**src/rtl/timekeeper_core.sv**
```systemverilog
// timekeeper_core
// Time-of-day clock plus stopwatch, both kept as h:m:s.cs counters, driving
// the binary fields consumed by the 7-segment decode stage.
//
// Parameters:
//   TICK_DIV    clock cycles per centisecond (>= 2)
// Ports:
//   clk         system clock
//   rst         asynchronous, active-high reset
//   mode        display select: 0 = time of day, 1 = stopwatch
//   start_stop  stopwatch start/pause pulse
//   clear       stopwatch clear pulse
//   set_en      time-of-day set mode (level, only while mode = 0)
//   set_sel     field to set: 0 = minutes, 1 = hours
//   inc         increment pulse for the selected field
//   mili        centiseconds of the displayed bank (0..99)
//   seg         seconds (0..59)
//   min         minutes (0..59)
//   hour        hours (0..23)
//   running     high while the stopwatch is in RUN
module timekeeper_core #(
  parameter int TICK_DIV = 500000
) (
  input  logic       clk,
  input  logic       rst,
  input  logic       mode,
  input  logic       start_stop,
  input  logic       clear,
  input  logic       set_en,
  input  logic       set_sel,
  input  logic       inc,
  output logic [6:0] mili,
  output logic [5:0] seg,
  output logic [5:0] min,
  output logic [4:0] hour,
  output logic       running
);

  localparam int PW = (TICK_DIV > 1) ? $clog2(TICK_DIV) : 1;

  typedef struct packed {
    logic [4:0] h;
    logic [5:0] m;
    logic [5:0] s;
    logic [6:0] cs;
  } hms_t;

  localparam hms_t HMS_MAX = '{h: 5'd23, m: 6'd59, s: 6'd59, cs: 7'd99};

  typedef enum logic [1:0] {
    IDLE  = 2'd0,
    RUN   = 2'd1,
    PAUSE = 2'd2
  } sw_state_t;

  // One-centisecond step with cascade carries; 23:59:59.99 wraps to zero.
  function automatic hms_t advance(input hms_t t);
    hms_t n;
    n = t;
    if (t.cs != 7'd99) begin
      n.cs = t.cs + 7'd1;
    end else begin
      n.cs = '0;
      if (t.s != 6'd59) begin
        n.s = t.s + 6'd1;
      end else begin
        n.s = '0;
        if (t.m != 6'd59) begin
          n.m = t.m + 6'd1;
        end else begin
          n.m = '0;
          n.h = (t.h == 5'd23) ? 5'd0 : t.h + 5'd1;
        end
      end
    end
    return n;
  endfunction

  logic [PW-1:0] pcnt;
  logic          tick;
  logic          setting;
  hms_t          tod;
  hms_t          sw_time;
  sw_state_t     state;

  assign tick    = (pcnt == PW'(TICK_DIV - 1));
  // Set mode only exists on the time-of-day display.
  assign setting = set_en && !mode;

  // Shared prescaler, free-running; only rst clears it.
  // NOTE: sequential state is assigned with <= so every register samples
  // pre-edge values, independent of statement order.
  always_ff @(posedge clk or posedge rst) begin
    if (rst) begin
      pcnt <= '0;
    end else if (tick) begin
      pcnt <= '0;
    end else begin
      pcnt <= pcnt + PW'(1);
    end
  end

  // Time-of-day bank. Set mode freezes counting, so an inc coinciding with
  // a tick wins and the tick is lost.
  always_ff @(posedge clk or posedge rst) begin
    if (rst) begin
      tod <= '0;
    end else if (setting) begin
      tod.s  <= '0;
      tod.cs <= '0;
      if (inc) begin
        if (set_sel) begin
          tod.h <= (tod.h == 5'd23) ? 5'd0 : tod.h + 5'd1;
        end else begin
          tod.m <= (tod.m == 6'd59) ? 6'd0 : tod.m + 6'd1;
        end
      end
    end else if (tick) begin
      tod <= advance(tod);
    end
  end

  // Stopwatch FSM with its counter and the registered running flag.
  always_ff @(posedge clk or posedge rst) begin
    if (rst) begin
      state   <= IDLE;
      sw_time <= '0;
      running <= 1'b0;
    end else begin
      case (state)
        IDLE: begin
          sw_time <= '0;
          // clear wins over a simultaneous start
          if (start_stop && !clear) begin
            state   <= RUN;
            running <= 1'b1;
          end
        end
        RUN: begin
          if (tick) begin
            // Saturate at the top value instead of wrapping.
            if (sw_time == HMS_MAX) begin
              state   <= PAUSE;
              running <= 1'b0;
            end else begin
              sw_time <= advance(sw_time);
            end
          end
          if (start_stop) begin
            state   <= PAUSE;
            running <= 1'b0;
          end
        end
        PAUSE: begin
          if (clear) begin
            state   <= IDLE;
            sw_time <= '0;
          end else if (start_stop) begin
            state   <= RUN;
            running <= 1'b1;
          end
        end
        default: begin
          state   <= IDLE;
          sw_time <= '0;
          running <= 1'b0;
        end
      endcase
    end
  end

  // Unregistered display mux so a mode change shows up in the same cycle.
  assign mili = mode ? sw_time.cs : tod.cs;
  assign seg  = mode ? sw_time.s  : tod.s;
  assign min  = mode ? sw_time.m  : tod.m;
  assign hour = mode ? sw_time.h  : tod.h;

endmodule

```
**config.mk**
```make
export PLATFORM = sky130hd
export DESIGN_NAME = timekeeper_core
export DESIGN_NICKNAME = d
export VERILOG_FILES = /design/src/rtl/timekeeper_core.sv
export SDC_FILE = /design/constraint.sdc
export NUM_CORES = 1
export LEC_CHECK = 0
export CORE_MARGIN = 2
export CORE_UTILIZATION = 30
export CTS_CLUSTER_SIZE = 16
export DETAILED_ROUTE_END_ITERATION = 6
export SLEW_MARGIN = 20
export SYNTH_ARGS = -nofsm -noshare
export SYNTH_HDL_FRONTEND = slang
export SYNTH_SLANG_ARGS = --single-unit
export TNS_END_PERCENT = 50
```
**constraint.sdc**
```tcl
create_clock -name clk -period 6.9 [get_ports clk]
set_clock_uncertainty 0.1 [all_clocks]
set_input_delay 1.38 -clock clk [delete_from_list [all_inputs] [get_ports clk]]
set_output_delay 1.38 -clock clk [all_outputs]
set_load 0.02 [all_outputs]
```
# ---- Yosys cells after proc, flatten, opt, wreduce, memory -nomap -nowiden
# Index checks and enable logic that the tools add are counted.
dict set report word_totals {
  ff_bits 70
  inputBits 8
}
dict set report op_classes {
  add_sub_neg 9
  n_eq_ne 31
  mux 43
  reduce_logical 15
}
# op n
set op_table {}
lappend op_table {{2-to-1 mux 24 bit} 5}
lappend op_table {{2-to-1 mux 6 bit} 8}
lappend op_table {{one-hot mux 24 bit (2 select lines)} 1}
lappend op_table {{2-to-1 mux 17 bit} 2}
lappend op_table {{2-to-1 mux 11 bit} 3}
lappend op_table {{2-to-1 mux 5 bit} 6}
lappend op_table {{inequality test 2 bit, second input constant} 15}
lappend op_table {{adder 6 x 1 -> 6 bit, second input constant} 4}
lappend op_table {{== test 24 bit, second input constant} 1}
lappend op_table {{inequality test 6 bit, second input constant} 4}
lappend op_table {{2-to-1 mux 7 bit} 3}
lappend op_table {{adder 19 x 1 -> 19 bit, second input constant} 1}
lappend op_table {{== test 19 bit, second input constant} 1}
lappend op_table {{2-to-1 mux 19 bit} 1}
lappend op_table {{AND reduction 5 bit} 3}
lappend op_table {{adder 7 x 1 -> 7 bit, second input constant} 2}
lappend op_table {{inequality test 7 bit, second input constant} 2}
lappend op_table {{2-to-1 mux 2 bit} 6}
lappend op_table {{AND reduction 6 bit} 2}
lappend op_table {{adder 5 x 1 -> 5 bit, second input constant} 2}
lappend op_table {{== test 5 bit, second input constant} 2}
lappend op_table {{inequality test 3 bit, second input constant} 3}
lappend op_table {{AND reduction 4 bit} 2}
lappend op_table {{== test 6 bit, second input constant} 1}
lappend op_table {{other kinds (11)} 18}

# ---- Logic depth before layout (Yosys ltp)
dict set report logic_depth {
  ltp_word 8
  ltp_mapped 7
  mapped_depth_nobuf 6
}

# ---- Worst setup path after synthesis
# Ideal clock, no wire load.
dict set report synth_path {
  path_type {input-to-output}
  from {in mode}
  to {out mili[2]}
  arrival_ns 2.434
  t_required_ns 5.420
  slack_ns 2.986
  path_stages 3
  n_path_buf 2
  cell_sequence {clkbuf_1 > clkbuf_1 > mux2_2}
}
dict set report synth_via {
  elab_chain_cells 1
}
# item line
set synth_lines {}
lappend synth_lines {{from (decl)} 26} ;# input logic mode,
lappend synth_lines {{2-to-1 mux 7 bit} 173} ;# assign mili = mode ? sw_time.cs : tod.cs;
lappend synth_lines {{to (decl)} 32} ;# output logic [6:0] mili,
# Every way passes these cells.

# ---- Worst setup path in the final report
dict set report layout_path {
  from {in mode}
  to {out mili[3]}
}
# Same word-level chain as after synthesis.

==> results.md <==
* Netlist cell types at 62
* Top post-synthesis cells by area: dfrtp_1, mux2_2, nand2_1, nand3_1, o21ai_0
* Most frequent cells in the layout: dfrtp_1, nand2_1, clkdlybuf4s50_1
* H-tree levels at 3
* Area delta synth->final at 18.9%
* Critical path class: input pin to output pin
* Core footprint at 13300 µm²
* Post-DP HPWL at 7.10 mm
* CP Data Required Time at 5.42 ns
* Fmax at 0.219 GHz
* Number of global-route vias before repair at 3392
* Max cap viols at 0
* Remaining global-route overflow at 0
* Top cell type's share of synthesized area at 42.3%
* Hold Buf Count CTS at 0
* First-pass GRT wire length at 17.2 mm
* Rows at 42
* #FFs+latches synth at 70
* Synth Instances at 438
* Core Util, Final at 36.9%
* Ratio of cells with drive above 1 in the final layout at 13.1%
* Worst setup SP type: input pin
* Placed cells at 635
* # diodes at 0
* Final hold vios at 0
* Hold WC Path Type: flop to flop
* Worst path slowest cell: clkdlybuf4s50_1
* 1st-iter DRT viols at 279
* FILL cells at 1392
* Maximum root-to-sink buffer count at 2
* Final setup vio count at 0
* Routed Antenna Nets at 0
* Worst-Skew Late Latency at 0.34 ns
* Leading cell type in the layout, fill and taps excluded: dfrtp_1
* Post-synthesis instance area at 4140 µm²
* PostCTS Resize Cnt at 0
* Slew HR at 39.5%
* Post-synth ARST share at 100%
* CP most frequent cell: clkdlybuf4s50_1
* Slew @ Worst Pin at 0.908 ns
* Worst Reg2Reg Path Length in Cells at 5
* Power Dens Cells at 221 nW/µm²
* Crit-path cells: clkdlybuf4s50_1, buf_4, mux2_2, clkdlybuf4s50_1
* Syn nets at 455
* # IOs at 33
* Final worst-path cycle share at 66.3%
* CTS tree: built
* Top fanout value on the critical path at 27
* Register area at 1750 µm²
* Synth Area per Inst at 9.45 µm²
* WP data arrival at 3.10 ns
* Hold path cells at 1
* Inserted Clock Buffers at 9
* Hold endpoint: pcnt[14]
* DIE WIDTH at 121 µm
* Final min period at 4.58 ns
* Status: completed
* Via-to-Cell Ratio at 5.29
* Reg2Reg Capture Point: sw_time[19]
* Setup crit end kind: output pin
* Maximum vdd drop at 0.0917 mV
* DIE AREA at 14700 µm²
* Final nets at 487
* Total track usage at 14.6%
* Setup TNS at 0 ns
* Main flop type after synthesis: dfrtp_1
* Post-CTS Repair Setup Buffers at 0
* Clock sinks at 70
* Number of synthesized flops with an enable pin at 0
* Final Slew Violations at 0
* Chip Height at 121 µm
* Clk root buf: clkbuf_16
* Initial antenna violation count at 0
* DRC violation count after routing at 0
* Drt pass-1 iters at 5
* R2R Setup Slk at 3.99 ns
* Yosys warns at 0
* Clk slew on worst S/H paths at 0.06 ns
* Synth area leader: dfrtp_1
* RSZ-0062 raised after global routing: no
* Routability cong. at 0.882
* IO buf count at 32
* Delay of the slowest critical-path stage at 0.54 ns
* Vias at 3442
* Hold wc startpoint: pcnt[14]
* Initial Util at 31.0%
* DRT Wirelength at 10.1 mm
* Largest net degree at the start of global routing at 71
* Leak at 2.02 nW
* Sequential fraction of the synthesis area at 42.3%
* FF-to-FF Start: pcnt[7]
* Area of the multi-input gates at 2270 µm²
* Layout Cells excl Fill at 651
* WL/cell at 15.5 µm
-- through the flow --
| step | setup WS [ns] | instance area, µm² | hold slack (ns) | power [W] |
|---|---|---|---|---|
| after detailed placement | 2.31 | 4640 | 0.382 | 0.000662 |
| after global placement | 2.32 | 4640 | 0.376 | 0.000657 |
| final | 2.32 | 4920 | 0.392 | 0.00109 |
| after floorplan | 2.99 | 4140 | 0.352 | 0.000594 |
| after global routing | 2.27 | 4920 | 0.417 | 0.00114 |
| after CTS | 2.31 | 4920 | 0.395 | 0.00110 |
-- critical path, delay by kind of cell --
kind	cells	cell delay, ns
buf+inv	3	1.32
mux	1	0.39
-- sequential cells by signal (all words and copies together) (netlist names) --
signal	flops
sw_time	24
tod	24
pcnt	19
state	2
running	1
-- synth_stat cells (all sizes together), types with 3 or more instances --
library cell   n
inv           15
nand2         48
dfrtp         70
o21ai         23
nor4           7
xor2          12
nand4          6
or4            5
or3            4
ha             9
clkbuf        12
o21a           4
a31oi         11
a21o           4
and4           3
and3           8
o41ai          6
and2           7
nand3         29
nand2b         9
nor2b          6
a21oi         20
nor2          30
mux2          28
o31ai          8
nor3           7
xnor2          6
a31o           4
-- layer usage --
| layer | GRT usage (%) | vias to the layer above | wire [µm] | share of wire [%] |
|---|---|---|---|---|
| met5 | 0 | - | 0 | 0 |
| met2 | 22.4 | 69 | 4710 | 47 |
| met1 | 20.3 | 1671 | 4890 | 49 |
| met3 | 2.68 | 10 | 321 | 3.2 |
| met4 | 5.68 | 0 | 155 | 1.5 |
| li1 | - | 1692 | - | - |
-- where the power goes --
part	switching (W)	leakage, nW	total [W]	internal (W)
Combinational	0.0000980	0.941	0.000179	0.0000810
Sequential	0.0000365	0.939	0.000475	0.000438
Clock	0.000181	0.142	0.000433	0.000252
-- cell type report --
class,instances,share of cell area [%]
multi-input combinational,339,46.2
clock inverter,6,0.763
sequential,70,35.6
tap,176,4.47
clock buffer,10,4.86
inverter,15,1.14
timing repair buffer,35,6.97
-- how the worst max path moves through the flow --
stage	slack, ns	cells past startpoint	startpoint	to
final	2.32	4	mode	mili[3]
after global routing	2.27	4	mode	seg[0]
after CTS	2.31	4	mode	mili[3]
after detailed placement	2.31	4	mode	mili[3]
after global placement	2.32	4	mode	mili[3]
after floorplan	2.99	3	mode	mili[2]
-- kinds of logic after synthesis --
kind of cell	share of synthesized area, %
DFF	42.3
AOI/OAI and AO/OA	16.7
xor gates and xnor gates	3.81
adders and majority gates	2.72
muxes	7.86
and+or+nand+nor	23.8
buffers and inverters	2.78
No activity file was read; power rests on OpenSTA's default activity.
